### config.mk
export PLATFORM = sky130hd
export DESIGN_NAME = bcd_display_scanner
export DESIGN_NICKNAME = d
export VERILOG_FILES = /design/src/rtl/bcd_display_scanner.sv
export SDC_FILE = /design/constraint.sdc
export NUM_CORES = 1
export LEC_CHECK = 0
export CAP_MARGIN = 20
export CORE_MARGIN = 10
export CORE_UTILIZATION = 25
export DETAILED_ROUTE_END_ITERATION = 7
export GPL_TIMING_DRIVEN = 0
export PLACE_DENSITY = 0.4
export SYNTH_ARGS = -nofsm -noshare
export SYNTH_HDL_FRONTEND = slang
export SYNTH_SLANG_ARGS = --single-unit
### constraint.sdc
create_clock -name clk -period 2.8 [get_ports clk]
set_input_delay 0.42 -clock clk [delete_from_list [all_inputs] [get_ports clk]]
set_output_delay 0.42 -clock clk [all_outputs]
set_load 0.03 [all_outputs]
### src/rtl/bcd_display_scanner.sv
// Five-digit multiplexed 7-segment scanner with per-frame digit snapshot,
// leading-zero blanking and whole-display blink. Segments and anodes are active-low.
module bcd_display_scanner #(
   parameter int SCAN_DIV     = 50000,
   parameter int BLINK_FRAMES = 50
) (
   input  logic       clk,
   input  logic       rst,
   input  logic [3:0] D5,
   input  logic [3:0] D4,
   input  logic [3:0] D3,
   input  logic [3:0] D2,
   input  logic [3:0] D1,
   input  logic       blank_lz,
   input  logic       blink_en,
   output logic [4:0] an,
   output logic [6:0] seg
);

   localparam int SW = (SCAN_DIV > 1) ? $clog2(SCAN_DIV) : 1;
   localparam int FW = (BLINK_FRAMES > 1) ? $clog2(BLINK_FRAMES) : 1;
   localparam logic [SW-1:0] SLOT_LAST  = SW'(SCAN_DIV - 1);
   localparam logic [FW-1:0] FRAME_LAST = FW'(BLINK_FRAMES - 1);
   localparam logic [0:0]    PH_VISIBLE = 1'b0;
   localparam logic [0:0]    PH_HIDDEN  = 1'b1;
   localparam logic [2:0]    IDX_LAST   = 3'd4;
   localparam logic [3:0]    CODE_BLANK = 4'd15;
   localparam logic [6:0]    SEG_BLANK  = 7'b1111111;
   localparam logic [4:0]    AN_OFF     = 5'b11111;

   logic [SW-1:0]   slot_cnt_r;
   logic [2:0]      idx_r;
   logic [FW-1:0]   frame_cnt_r;
   logic [0:0]      phase_r;
   logic [4:0][3:0] shadow_r;
   logic [4:0]      an_r;
   logic [6:0]      seg_r;

   logic            slot_tc_s;
   logic            frame_wrap_s;
   logic [4:0]      lz_s;
   logic [3:0]      digit_s;
   logic            blank_s;
   logic [4:0]      an_sel_s;
   logic [4:0]      an_next_s;
   logic [6:0]      seg_next_s;

   function automatic logic [6:0] seg_decode(input logic [3:0] code);
      logic [6:0] s;
      case (code)
         4'd0:    s = 7'b1000000;
         4'd1:    s = 7'b1111001;
         4'd2:    s = 7'b0100100;
         4'd3:    s = 7'b0110000;
         4'd4:    s = 7'b0011001;
         4'd5:    s = 7'b0010010;
         4'd6:    s = 7'b0000010;
         4'd7:    s = 7'b1111000;
         4'd8:    s = 7'b0000000;
         4'd9:    s = 7'b0010000;
         4'd15:   s = SEG_BLANK;
         default: s = 7'b0111111;
      endcase
      return s;
   endfunction

   assign slot_tc_s    = (slot_cnt_r == SLOT_LAST);
   assign frame_wrap_s = slot_tc_s && (idx_r == IDX_LAST);

   // Slot timer and digit index
   always_ff @(posedge clk or posedge rst) begin
      if (rst) begin
         slot_cnt_r <= {SW{1'b0}};
         idx_r      <= 3'd0;
      end else if (slot_tc_s) begin
         slot_cnt_r <= {SW{1'b0}};
         idx_r      <= (idx_r == IDX_LAST) ? 3'd0 : idx_r + 3'd1;
      end else begin
         slot_cnt_r <= slot_cnt_r + SW'(1);
      end
   end

   // Snapshot all digits at the frame wrap so a frame never mixes two codes
   always_ff @(posedge clk or posedge rst) begin
      if (rst) begin
         shadow_r <= {5{CODE_BLANK}};
      end else if (frame_wrap_s) begin
         shadow_r <= {D5, D4, D3, D2, D1};
      end else begin
         shadow_r <= shadow_r;
      end
   end

   // Blink frame counter; held at visible while blink is disabled
   always_ff @(posedge clk or posedge rst) begin
      if (rst) begin
         frame_cnt_r <= {FW{1'b0}};
         phase_r     <= PH_VISIBLE;
      end else if (!blink_en) begin
         frame_cnt_r <= {FW{1'b0}};
         phase_r     <= PH_VISIBLE;
      end else if (frame_wrap_s) begin
         if (frame_cnt_r == FRAME_LAST) begin
            frame_cnt_r <= {FW{1'b0}};
            phase_r     <= ~phase_r;
         end else begin
            frame_cnt_r <= frame_cnt_r + FW'(1);
         end
      end else begin
         frame_cnt_r <= frame_cnt_r;
      end
   end

   // Leading-zero chain: a zero blanks only while everything above it is 0 or blank
   always_comb begin : lz_chain
      logic hz;
      hz   = 1'b1;
      lz_s = 5'b00000;
      for (int k = 4; k >= 1; k--) begin
         lz_s[k] = blank_lz && hz && (shadow_r[k] == 4'd0);
         hz      = hz && ((shadow_r[k] == 4'd0) || (shadow_r[k] == CODE_BLANK));
      end
   end

   // Select current digit and its anode
   always_comb begin
      digit_s  = CODE_BLANK;
      blank_s  = 1'b1;
      an_sel_s = AN_OFF;
      case (idx_r)
         3'd0: begin digit_s = shadow_r[0]; blank_s = lz_s[0]; an_sel_s = 5'b11110; end
         3'd1: begin digit_s = shadow_r[1]; blank_s = lz_s[1]; an_sel_s = 5'b11101; end
         3'd2: begin digit_s = shadow_r[2]; blank_s = lz_s[2]; an_sel_s = 5'b11011; end
         3'd3: begin digit_s = shadow_r[3]; blank_s = lz_s[3]; an_sel_s = 5'b10111; end
         3'd4: begin digit_s = shadow_r[4]; blank_s = lz_s[4]; an_sel_s = 5'b01111; end
         default: begin digit_s = CODE_BLANK; blank_s = 1'b1; an_sel_s = AN_OFF; end
      endcase
   end

   // Next output value including blink and blanking
   always_comb begin
      an_next_s  = AN_OFF;
      seg_next_s = SEG_BLANK;
      if (blink_en && (phase_r == PH_HIDDEN)) begin
         an_next_s  = AN_OFF;
         seg_next_s = SEG_BLANK;
      end else if (blank_s) begin
         an_next_s  = an_sel_s;
         seg_next_s = SEG_BLANK;
      end else begin
         an_next_s  = an_sel_s;
         seg_next_s = seg_decode(digit_s);
      end
   end

   // Registered display outputs
   always_ff @(posedge clk or posedge rst) begin
      if (rst) begin
         an_r  <= AN_OFF;
         seg_r <= SEG_BLANK;
      end else begin
         an_r  <= an_next_s;
         seg_r <= seg_next_s;
      end
   end

   assign an  = an_r;
   assign seg = seg_r;

endmodule

==> reports/metrics.json, run 1 <==
{
  "outcome": "finished, final reports clean",
  "final_max_slew_viol_count": 0,
  "holdCritPathClass": "input port to asynchronous set/reset pin",
  "drive_above_1_share": 0.201,
  "globalRoute.totalOverflow": 0,
  "dieArea_um2": 16700,
  "timing.final.crit_period_ns": 2.55,
  "worstSetupPathType": "flop to flop",
  "dr_vias": 2320,
  "grt_util_all_layers": 0.0942,
  "n_fill_cell": 1203,
  "clock_insertion_delay_worst_skew_ns": 0.32,
  "synthesis.nets": 345,
  "total_leakage_power_nw": 1.63,
  "floorplan.die.height_um": 129,
  "vias_in_the_first_global_route": 2480,
  "final_design_area_no_fill_um2": 3850,
  "crit_path_start_kind": "flop",
  "synthSimpleGateAreaFrac": 0.243,
  "number_of_top_level_pins": 36,
  "cts_tree": "yes",
  "viasPerCell": 4.62,
  "worst-endpoint-required_ns": 3.03,
  "synth_edf_count": 0,
  "synth.lib_cells_used.distinct": 54,
  "coreArea_um2": 11600,
  "max_freq_ghz": 0.393,
  "row_count": 39,
  "synth-compound-area-share": 0.117,
  "combinationalPowerShare": 0.031,
  "place.detailed.hpwl_mm": 5.40,
  "rsz0062_at_grt": "true",
  "antenna_violations_before_repair": 0,
  "cts-root-buf": "clkbuf_16",
  "clk_pin_slew_ns": 0.06,
  "first_iter_violations": 164,
  "clkSinkCount": 58,
  "critical_path.endpoint_type": "flop",
  "finish.net_count": 392,
  "grt_max_degree": 37,
  "synth_xor_area_frac": 0.0440,
  "timing_hold_violations_final": 0,
  "min_period_over_period": 0.910,
  "setup_tns_ns": 0,
  "wl_per_cell_um": 14.5,
  "grt_pass1_wl_mm": 12.5,
  "synth-adder-area-share": 0.0587,
  "synth_sequential_area_ratio": 0.500,
  "vdd.ir_drop.worst_mv": 0.255,
  "layout-area-overhead-vs-synth_pct": 28.9,
  "antennaDiodeCount": 0,
  "netSwitchingPower_w": 0.000408,
  "max_cap_viol_count": 0,
  "placement.io_buffers": 35,
  "largest_fanout_on_the_critical_path": 10,
  "skew_ns": 0.00738,
  "switching_share": 0.205,
  "finalSetupViolations": 0,
  "ctsHtreeMaxLevel": 3,
  "ys_async_sr_fraction": 1.00,
  "clock_power_share": 0.545,
  "ys_ff_latch": 58,
  "count_of_antenna_violating_nets_left_after_detailed_routing": 0,
  "place_congestion": 0.745,
  "cts-hold-fix-buffers": 0,
  "synthMuxAreaShare": 0.00713,
  "cts_max_path_buffers": 2,
  "die_x_um": 129,
  "synthesis.yosys.warnings": 0,
  "power_consumption_w": 0.00200,
  "synth_area_per_cell_um2": 9.72,
  "floorplan.initialDensity": 0.258,
  "dpl-instance-area_um2": 3530,
  "route.final.wire_length_mm": 7.28,
  "cell_internal_pwr_w": 0.00159,
  "p_seq_frac": 0.424,
  "cp.arrival_ns": 2.77,
  "ys.flop_type": "dfstp_2",
  "cts-buffers-inserted": 9,
  "power_per_cell_area_nw_per_um2": 519,
  "synth_top_family_by_area": "simple AND/OR/NAND/NOR gates",
  "drc_errors": 0,
  "max-slew-margin-rel": 0.639,
  "post_synth_inst_count": 307,
  "tightest_slew_ns": 0.541,
  "drt_first_pass_iters": 4,
  "synth_area_um2": 2980
}
-- layer usage --
metal / track usage / vias up / share of wire
met1: 0.124 / 1114 / 0.51
met3: 0.0253 / 4 / 0.035
li1: - / 1159 / -
met4: 0.0482 / 0 / 0.016
met2: 0.138 / 43 / 0.44
met5: 0 / - / 0
-- worst max-delay path: stages (launching register included) --
cell and delay, ns:
dfrtp_2 0.41, inv_1 0.10, ha_1 0.23, clkbuf_4 0.20, and2_1 0.17, clkbuf_1 0.19, a32oi_1 0.22, nand2_1 0.14
nor3_4 0.25, ha_1 0.21, nand2_1 0.06, o311ai_1 0.11, o211ai_1 0.15
-- power groups by stage --
stage	clock network, W	registers [W]	logic [W]
detailed placement	0	0.000859	0.0000647
floorplan	0	0.000858	0.0000197
global placement	0	0.000859	0.0000604
global route	0.00117	0.000846	0.0000698
finish	0.00109	0.000846	0.0000620
CTS	0.00113	0.000846	0.0000645
-- metrics by stage --
stage / utilization / std cells / setup WS [ns] / hold WS, ns
final: 0.333 / 502 / 0.253 / 0.459
after global routing: 0.333 / 502 / -0.0128 / 0.466
after CTS: 0.331 / 502 / 0.0687 / 0.460
after detailed placement: 0.305 / 486 / -0.0862 / 0.452
after global placement: 0.304 / 485 / -0.289 / 0.449
after floorplan: - / 307 / 0.411 / 0.432
-- synthesized netlist by cell type, types with 4 or more instances --
cell type / instances / area, um^2
nor2_1: 20 / 75.1
ha_1: 14 / 175
and4_1: 6 / 52.6
buf_2: 5 / 25.0
nand2_1: 75 / 282
dfrtp_1: 26 / 651
nand3_1: 17 / 85.1
xnor2_1: 6 / 52.6
and3_1: 4 / 25.0
xor2_1: 9 / 78.8
dfstp_2: 32 / 841
inv_1: 10 / 37.5
nand4_1: 4 / 25.0
o21ai_1: 9 / 45.0
o21ai_0: 12 / 60.1
and2_1: 4 / 25.0
-- registers in the layout (all words and copies together), names as in the netlist --
register     count
slot_cnt_r      16
shadow_r        20
phase_r          1
an               5
seg              7
idx_r            3
frame_cnt_r      6
-- logic make-up (layout without fill, tap and decap cells) --
group | Yosys count | after routing
AO/OA/AOI/OAI | 47 | 47
XOR/XNOR | 15 | 15
AND/OR/NAND/NOR | 150 | 150
adder cells (fa/ha/maj) | 14 | 14
buffers and inverters | 21 | 73
flip-flops | 58 | 58
multiplexers | 2 | 2
-- cell usage in the layout, fill, tap and decap left out, drive strengths merged, types with 2 or more instances in the layout --
cell           count
nor2              20
clkinv             2
or3                2
nand4              4
buf                7
dfrtp             26
and2               4
or4                2
nor4bb             2
inv               12
o31ai              3
nor2b              3
nor4               3
and3               5
a32oi              2
a211oi             2
and4               6
clkdlybuf4s50     35
clkbuf            15
o21ai             22
xor2               9
nand2             75
ha                14
nor3               4
a222oi             2
o211ai             3
dfstp             32
xnor2              6
nand3             17
a22oi              2
-- timing repair --
item	in CTS	in global routing
resized for setup	1	4
endpoints found under the setup margin	4	5
setup buffers	0	0
cloned	0	0
-- area by class of cell --
class / instances / area, um^2 / share of cell area
Clock inverter: 5 / 53.8 / 0.0140
Sequential cell: 58 / 1490 / 0.388
Clock buffer: 11 / 243 / 0.0631
Multi-Input combinational cell: 228 / 1420 / 0.369
Buffer: 10 / 47.5 / 0.0124
Timing Repair Buffer: 36 / 370 / 0.0963
Tap cell: 143 / 179 / 0.0465
Inverter: 11 / 41.3 / 0.0107
-- final timing paths --
kind / start / endpoint / slack, ns / depth (start not counted)
max in group asynchronous: rst / shadow_r[16]$_DFFE_PP1P_ / 1.68 / 3
hold reg to reg: shadow_r[2]$_DFFE_PP1P_ / shadow_r[2]$_DFFE_PP1P_ / 0.46 / 2
min in group clk: shadow_r[2]$_DFFE_PP1P_ / shadow_r[2]$_DFFE_PP1P_ / 0.46 / 2
setup / recovery: idx_r[0]$_DFFE_PP0N_ / seg[4]$_DFF_PP1_ / 0.25 / 12
hold / removal: rst / slot_cnt_r[3]$_DFF_PP0_ / 0.46 / 2
setup reg to reg: idx_r[0]$_DFFE_PP0N_ / seg[4]$_DFF_PP1_ / 0.25 / 12
(Power assumes the default switching activity.)
==> inputs of run 2 (changes only) <==
--- a/config.mk
+++ b/config.mk
@@ -11,6 +11,7 @@
 export DETAILED_ROUTE_END_ITERATION = 7
 export GPL_TIMING_DRIVEN = 0
 export PLACE_DENSITY = 0.4
+export SLEW_MARGIN = 10
 export SYNTH_ARGS = -nofsm -noshare
 export SYNTH_HDL_FRONTEND = slang
 export SYNTH_SLANG_ARGS = --single-unit
==> reports/metrics.json, run 2 (synthesis results as in run 1) <==
{
  "outcome": "finished, final reports clean",
  "grt_pass1_wl": {"value": 12.8, "unit": "mm", "change": "+2.5%"},
  "worst-r2r-setup-slack": {"value": 0.25, "unit": "ns", "change": "about the same"},
  "timing.final.crit_period": {"value": 2.55, "unit": "ns", "change": "+0.00419 ns"},
  "cp.arrival": {"value": 2.80, "unit": "ns", "change": "+0.03 ns"},
  "max_stage_delay": {"value": 0.57, "unit": "ns", "change": "+0.16 ns"},
  "worst-endpoint-required": {"value": 3.04, "unit": "ns", "change": "about the same"},
  "most_frequent_cells_in_the_layout": "75 x nand2_1, 35 x clkdlybuf4s50_1, 32 x dfstp_2",
  "floorplan.initialDensity": {"value": 0.258, "change": "unchanged"},
  "stdcell_count": {"value": 500, "change": "-0.40%"},
  "floorplan.die.height": {"value": 129, "unit": "um", "change": "unchanged"},
  "clkSinkCount": {"value": 58, "change": "unchanged"},
  "cts_tree": "yes",
  "number_of_top_level_pins": {"value": 36, "change": "unchanged"},
  "largest_register_ffs": {"value": 20, "change": "unchanged"},
  "crit_path_start_kind": "flop",
  "place_inst": {"value": 485, "change": "-0.21%"},
  "timing.critical_path.cells": "inv_1 > ha_1 > a222oi_1 > o21ai_2 > or4_4 > a211oi_4 > o21ai_1",
  "wl_per_cell": {"value": 14.8, "unit": "um", "change": "+1.8%"},
  "dpl-instance-area": {"value": 3510, "unit": "um^2", "change": "-0.50%"},
  "grt_max_degree": {"value": 59, "change": "+59%"},
  "critical_path.slowest_cell": "a222oi_1",
  "power_per_cell_area": {"value": 534, "unit": "nW/um^2", "change": "+3.0%"},
  "largest_fanout_on_the_critical_path": {"value": 7, "change": "-3"},
  "total_leakage_power": {"value": 1.62, "unit": "nW", "change": "-0.36%"},
  "worst-path-stages": {"value": 7, "change": "-5"},
  "critical_path.endpoint_type": "flop",
  "vias_in_the_first_global_route": {"value": 2521, "change": "+1.7%"},
  "drc_errors": {"value": 0, "change": "unchanged"},
  "worst_setup_path_endpoint": "seg[3]$_DFF_PP1_",
  "timing_hold_violations_final": {"value": 0, "change": "unchanged"},
  "max-slew-margin-rel": {"value": 0.513, "change": "-0.126"},
  "timing.critical_path.buf_inv": {"value": 1, "change": "-2"},
  "n_fill_cell": {"value": 1212, "change": "+0.75%"},
  "max_freq": {"value": 0.392, "unit": "GHz", "change": "-0.16%"},
  "place_congestion": {"value": 0.745, "change": "unchanged"},
  "min_period_over_period": {"value": 0.911, "change": "+0.00150"},
  "path_delay_family": "compound AO/OA/AOI/OAI gates",
  "vdd.ir_drop.worst": {"value": 0.250, "unit": "mV", "change": "-1.8%"},
  "cts-buffers-inserted": {"value": 9, "change": "unchanged"},
  "max_cap_viol_count": {"value": 0, "change": "unchanged"},
  "clk_pin_slew": {"value": 0.05, "unit": "ns", "change": "about the same"},
  "final_max_slew_viol_count": {"value": 0, "change": "unchanged"},
  "critPathLaunch": "idx_r[1]$_DFFE_PP0N_",
  "rsz0062_at_grt": "false",
  "row_count": {"value": 39, "change": "unchanged"},
  "antennaDiodeCount": {"value": 0, "change": "unchanged"},
  "first_iter_violations": {"value": 124, "change": "-24%"},
  "place.detailed.hpwl": {"value": 5.31, "unit": "mm", "change": "-1.6%"},
  "placement.io_buffers": {"value": 35, "change": "unchanged"},
  "cts_max_path_buffers": {"value": 2, "change": "unchanged"},
  "count_of_antenna_violating_nets_left_after_detailed_routing": {"value": 0, "change": "unchanged"},
  "viasPerCell": {"value": 4.74, "change": "+2.5%"},
  "dr_vias": {"value": 2368, "change": "+2.1%"},
  "timing.rr.start": "idx_r[1]$_DFFE_PP0N_",
  "dieArea": {"value": 16700, "unit": "um^2", "change": "unchanged"},
  "tightest_slew": {"value": 0.730, "unit": "ns", "change": "+0.190 ns"},
  "die_x": {"value": 129, "unit": "um", "change": "unchanged"},
  "clock_insertion_delay_worst_skew": {"value": 0.33, "unit": "ns", "change": "about the same"},
  "power_consumption": {"value": 0.00205, "unit": "W", "change": "+2.8%"},
  "cts-root-buf": "clkbuf_16",
  "route.final.wire_length": {"value": 7.38, "unit": "mm", "change": "+1.4%"},
  "worstSetupPathType": "flop to flop",
  "final_common_cell": "nand2_1",
  "finish.net_count": {"value": 390, "change": "-0.51%"},
  "final_design_area_no_fill": {"value": 3840, "unit": "um^2", "change": "-0.16%"},
  "coreArea": {"value": 11600, "unit": "um^2", "change": "unchanged"},
  "reg2reg_depth": {"value": 7, "change": "-5"},
  "drive_above_1_share": {"value": 0.199, "change": "-0.00168"},
  "skew": {"value": 0.0111, "unit": "ns", "change": "+0.00369 ns"},
  "globalRoute.totalOverflow": {"value": 0, "change": "unchanged"},
  "grt_util_all_layers": {"value": 0.0965, "change": "+0.00229"},
  "largest_register": "shadow_r",
  "drt_first_pass_iters": {"value": 4, "change": "unchanged"},
  "ctsHtreeMaxLevel": {"value": 3, "change": "unchanged"},
  "holdCritPathClass": "flop to flop",
  "rr_endpoint": "seg[3]$_DFF_PP1_",
  "layout-area-overhead-vs-synth_pct": 28.7,
  "finalSetupViolations": {"value": 0, "change": "unchanged"},
  "antenna_violations_before_repair": {"value": 0, "change": "unchanged"}
}
## run 2: timing repair
item                                    CTS  global route
hold buffers                              0             0
gates resized for setup                   1             3
endpoints found under the setup margin    4             5
buffers inserted                          0             0
## run 2: layer usage
layer / part of all wire / GRT usage / vias to the layer above
met5: 0 / 0 / -
met4: 0.019 / 0.0462 / 0
met3: 0.041 / 0.0285 / 9
met2: 0.43 / 0.143 / 50
met1: 0.51 / 0.126 / 1147
li1: - / - / 1162
## run 2: final cells by class
cell class              count  area [um^2]  area share
clock inverters             5         60.1      0.0156
repair buffers             35          350      0.0912
inverters                  11         43.8      0.0114
multi-input cells         228         1420       0.370
well taps                 143          179      0.0466
plain buffers               9         43.8      0.0114
flip-flops and latches     58         1490       0.388
clock buffers              11          253      0.0658
## run 2: stage by stage
step / TNS, ns / hold WS (ns) / utilization / setup WS, ns
4_1_cts: 0 / 0.461 / 0.331 / 0.0697
6_report: 0 / 0.457 / 0.332 / 0.248
2_1_floorplan: 0 / 0.432 / - / 0.411
3_3_place_gp: -7.43 / 0.449 / 0.304 / -0.289
3_5_place_dp: -0.198 / 0.453 / 0.304 / -0.0891
5_1_grt: 0 / 0.472 / 0.332 / 0.0381
## run 2: tightest hold or removal path: stages (launching register included)
cell,delay [ns]
dfstp_2,0.37
nand2_1,0.05
nand2_1,0.04
## run 2: power breakdown
group          switching (W)  leakage [nW]  total (W)  internal [W]
Clock               0.000407         0.149    0.00115      0.000740
Combinational      0.0000274         0.788  0.0000588     0.0000314
Sequential        0.00000242         0.685   0.000846      0.000843
## run 2: worst min-delay path by stage
stage / start / slack, ns / cells past startpoint / end
floorplan: shadow_r[1]$_DFFE_PP1P_ / 0.43 / 2 / shadow_r[1]$_DFFE_PP1P_
global placement: shadow_r[2]$_DFFE_PP1P_ / 0.45 / 2 / shadow_r[2]$_DFFE_PP1P_
detailed placement: shadow_r[0]$_DFFE_PP1P_ / 0.45 / 2 / shadow_r[0]$_DFFE_PP1P_
CTS: shadow_r[0]$_DFFE_PP1P_ / 0.46 / 2 / shadow_r[0]$_DFFE_PP1P_
global route: shadow_r[3]$_DFFE_PP1P_ / 0.47 / 2 / shadow_r[3]$_DFFE_PP1P_
finish: shadow_r[0]$_DFFE_PP1P_ / 0.46 / 2 / shadow_r[0]$_DFFE_PP1P_
==> inputs of run 3 (changes only) <==
--- a/config.mk
+++ b/config.mk
@@ -6,11 +6,12 @@
 export NUM_CORES = 1
 export LEC_CHECK = 0
 export CAP_MARGIN = 20
-export CORE_MARGIN = 10
+export CORE_MARGIN = 1
 export CORE_UTILIZATION = 25
 export DETAILED_ROUTE_END_ITERATION = 7
 export GPL_TIMING_DRIVEN = 0
-export PLACE_DENSITY = 0.4
+export HOLD_SLACK_MARGIN = 0.06
+export PLACE_DENSITY = 0.41
 export SLEW_MARGIN = 10
 export SYNTH_ARGS = -nofsm -noshare
 export SYNTH_HDL_FRONTEND = slang
==> reports/metrics.json, run 3 (synthesis results as in run 1) <==
{
  "highest_routed_metal_layer": "met4",
  "placement.io_buffers": {"value": 35, "change": "unchanged"},
  "critical_path.endpoint_type": "flop",
  "ctsHtreeMaxLevel": {"value": 3, "change": "unchanged"},
  "skew": {"value": 0.00616, "unit": "ns", "change": "-0.00490 ns"},
  "count_of_antenna_violating_nets_left_after_detailed_routing": {"value": 0, "change": "unchanged"},
  "drive_above_1_share": {"value": 0.198, "change": "-0.000556"},
  "dr_vias": {"value": 2289, "change": "-3.3%"},
  "total_leakage_power": {"value": 1.63, "unit": "nW", "change": "+0.38%"},
  "cts-buffers-inserted": {"value": 9, "change": "unchanged"},
  "vdd.ir_drop.worst": {"value": 0.161, "unit": "mV", "change": "-35%"},
  "layout-area-overhead-vs-synth_pct": 29.2,
  "floorplan.die.height": {"value": 111, "unit": "um", "change": "-14%"},
  "largest_register_ffs": {"value": 20, "change": "unchanged"},
  "min_period_over_period": {"value": 0.901, "change": "-0.0106"},
  "most_frequent_cells_in_the_layout": "75 x nand2_1, 35 x clkdlybuf4s50_1, 32 x dfstp_2",
  "globalRoute.totalOverflow": {"value": 0, "change": "unchanged"},
  "final_common_cell": "nand2_1",
  "finalSetupViolations": {"value": 0, "change": "unchanged"},
  "die_x": {"value": 111, "unit": "um", "change": "-14%"},
  "cts-root-buf": "clkbuf_16",
  "grt_pass1_wl": {"value": 11.8, "unit": "mm", "change": "-7.5%"},
  "rsz0062_at_grt": "false",
  "clock_insertion_delay_worst_skew": {"value": 0.33, "unit": "ns", "change": "about the same"},
  "violations": "design-rule violations",
  "max_cap_viol_count": {"value": 0, "change": "unchanged"},
  "worstSetupPathType": "flop to flop",
  "final.setup.worst_slack": {"value": 0.278, "unit": "ns", "change": "+0.0295 ns"},
  "power_consumption": {"value": 0.00209, "unit": "W", "change": "+1.7%"},
  "timing.critical_path.buf_inv": {"value": 2, "change": "+1"},
  "placement.setup.worst_slack": {"value": -0.0650, "unit": "ns", "change": "+0.0241 ns"},
  "outcome": "complete, but fails checks",
  "max_stage_delay": {"value": 0.47, "unit": "ns", "change": "-0.10 ns"},
  "timing_hold_violations_final": {"value": 0, "change": "unchanged"},
  "number_of_top_level_pins": {"value": 36, "change": "unchanged"},
  "crit_path_start_kind": "flop",
  "tightest_slew": {"value": 0.733, "unit": "ns", "change": "+0.00280 ns"},
  "place_congestion": {"value": 0.776, "change": "+4.2%"},
  "final_max_slew_viol_count": {"value": 0, "change": "unchanged"},
  "max_freq": {"value": 0.397, "unit": "GHz", "change": "+1.2%"},
  "coreArea": {"value": 11500, "unit": "um^2", "change": "-0.42%"},
  "vias_in_the_first_global_route": {"value": 2301, "change": "-8.7%"},
  "largest_fanout_on_the_critical_path": {"value": 10, "change": "+3"},
  "cp.arrival": {"value": 2.76, "unit": "ns", "change": "-0.04 ns"},
  "grt_util_all_layers": {"value": 0.123, "change": "+0.0266"},
  "setup_tns": {"value": 0, "unit": "ns", "change": "unchanged"},
  "antenna_violations_before_repair": {"value": 0, "change": "unchanged"},
  "grt_max_degree": {"value": 59, "change": "unchanged"},
  "largest_register": "shadow_r",
  "wirelength_met1": {"value": 3.66, "unit": "mm", "change": "-3.2%"},
  "drt_first_pass_iters": {"value": 6, "change": "+2"},
  "drc_errors": {"value": 4, "change": "+4"},
  "dpl-instance-area": {"value": 3510, "unit": "um^2", "change": "unchanged"},
  "final_design_area_no_fill": {"value": 3850, "unit": "um^2", "change": "+0.33%"},
  "clk_pin_slew": {"value": 0.05, "unit": "ns", "change": "about the same"},
  "dr_wl_met3": {"value": 238, "unit": "um", "change": "-21%"},
  "power_per_cell_area": {"value": 542, "unit": "nW/um^2", "change": "+1.4%"},
  "timing.final.crit_period": {"value": 2.52, "unit": "ns", "change": "-0.0295 ns"},
  "floorplan.initialDensity": {"value": 0.259, "change": "+0.00109"},
  "first_iter_violations": {"value": 144, "change": "+16%"},
  "worst-endpoint-required": {"value": 3.04, "unit": "ns", "change": "about the same"},
  "path_delay_family": "compound AO/OA/AOI/OAI gates",
  "critical_path.slowest_cell": "or4_4",
  "timing.critical_path.cells": "buf_2 > inv_2 > ha_1 > a32oi_1 > o21ai_2 > or4_4 > a211oi_4 > o21ai_1",
  "clkSinkCount": {"value": 58, "change": "unchanged"},
  "viasPerCell": {"value": 4.57, "change": "-3.5%"},
  "dieArea": {"value": 12400, "unit": "um^2", "change": "-26%"},
  "antennaDiodeCount": {"value": 0, "change": "unchanged"},
  "cts_max_path_buffers": {"value": 2, "change": "unchanged"},
  "max-slew-margin-rel": {"value": 0.511, "change": "-0.00187"},
  "cts_tree": "yes",
  "row_count": {"value": 39, "change": "unchanged"},
  "place.detailed.hpwl": {"value": 4.96, "unit": "mm", "change": "-6.6%"},
  "wl_per_cell": {"value": 13.9, "unit": "um", "change": "-6.0%"},
  "met2_wirelength": {"value": 2.96, "unit": "mm", "change": "-6.4%"},
  "route.final.wire_length": {"value": 6.96, "unit": "mm", "change": "-5.8%"},
  "holdCritPathClass": "flop to flop",
  "finish.net_count": {"value": 391, "change": "+0.26%"}
}
-- run 3: cell types whose count changed in the layout (fill, tap and decap cells not counted) --
cell        delta
inv_4          -1
clkinvlp_4     -1
dfrtp_2        +1
bufinv_16      +1
inv_6          -1
clkbuf_1       +2
dfrtp_1        -1
clkinv_2       +2
clkbuf_8       -1
-- run 3: where the power goes --
group	total [W]	internal, W	switching (W)
Combinational	0.0000593	0.0000314	0.0000279
Clock	0.00118	0.000799	0.000382
Sequential	0.000847	0.000844	0.00000272
-- run 3: layout make-up --
class	instances	area (um^2)
Fill cell	1214	7660
Sequential cell	58	1490
Multi-Input combinational cell	228	1420
Timing Repair Buffer	35	350
Clock buffer	11	243
Tap cell	143	179
Clock inverter	5	77.6
Buffer	10	47.5
Inverter	11	43.8
-- run 3: path summary, 6_finish.rpt --
check / cells past startpoint / slack, ns / end / start
max in group asynchronous: 2 / 1.70 / idx_r[0]$_DFFE_PP0N_ / rst
hold reg to reg: 2 / 0.45 / shadow_r[1]$_DFFE_PP1P_ / shadow_r[1]$_DFFE_PP1P_
setup / recovery: 8 / 0.28 / seg[0]$_DFF_PP1_ / idx_r[2]$_DFFE_PP0N_
min in group asynchronous: 2 / 0.58 / frame_cnt_r[4]$_DFFE_PP0P_ / rst
setup reg to reg: 8 / 0.28 / seg[0]$_DFF_PP1_ / idx_r[2]$_DFFE_PP0N_
hold / removal: 2 / 0.45 / shadow_r[1]$_DFFE_PP1P_ / shadow_r[1]$_DFFE_PP1P_
-- run 3: per-stage QoR --
| step | hold WS, ns | util | instances |
|---|---|---|---|
| 6_report | 0.453 | 0.335 | 501 |
| 4_1_cts | 0.455 | 0.333 | 501 |
| 2_1_floorplan | 0.432 | - | 307 |
| 3_3_place_gp | 0.445 | 0.305 | 485 |
| 5_1_grt | 0.482 | 0.335 | 501 |
| 3_5_place_dp | 0.447 | 0.305 | 485 |
-- run 3: repair_timing --
item	CTS	global route
hold buffers	0	0
resized for setup	1	4
setup endpoints to repair	2	5
pin swaps	0	1
gates cloned	0	0
buffers inserted	0	0
-- run 3: per-layer routing --
| metal | up-vias | track usage |
|---|---|---|
| li1 | 1166 | - |
| met1 | 1080 | 0.173 |
| met3 | 6 | 0.0344 |
| met4 | 0 | 0.0514 |
| met2 | 37 | 0.175 |
| met5 | - | 0 |
-- run 3: worst register-to-register path, cell delays in order (launching register included) --
cell and delay (ns):
dfrtp_1 0.41, buf_2 0.25, inv_2 0.11, ha_1 0.29, a32oi_1 0.30, o21ai_2 0.16
or4_4 0.47, a211oi_4 0.33, o21ai_1 0.11
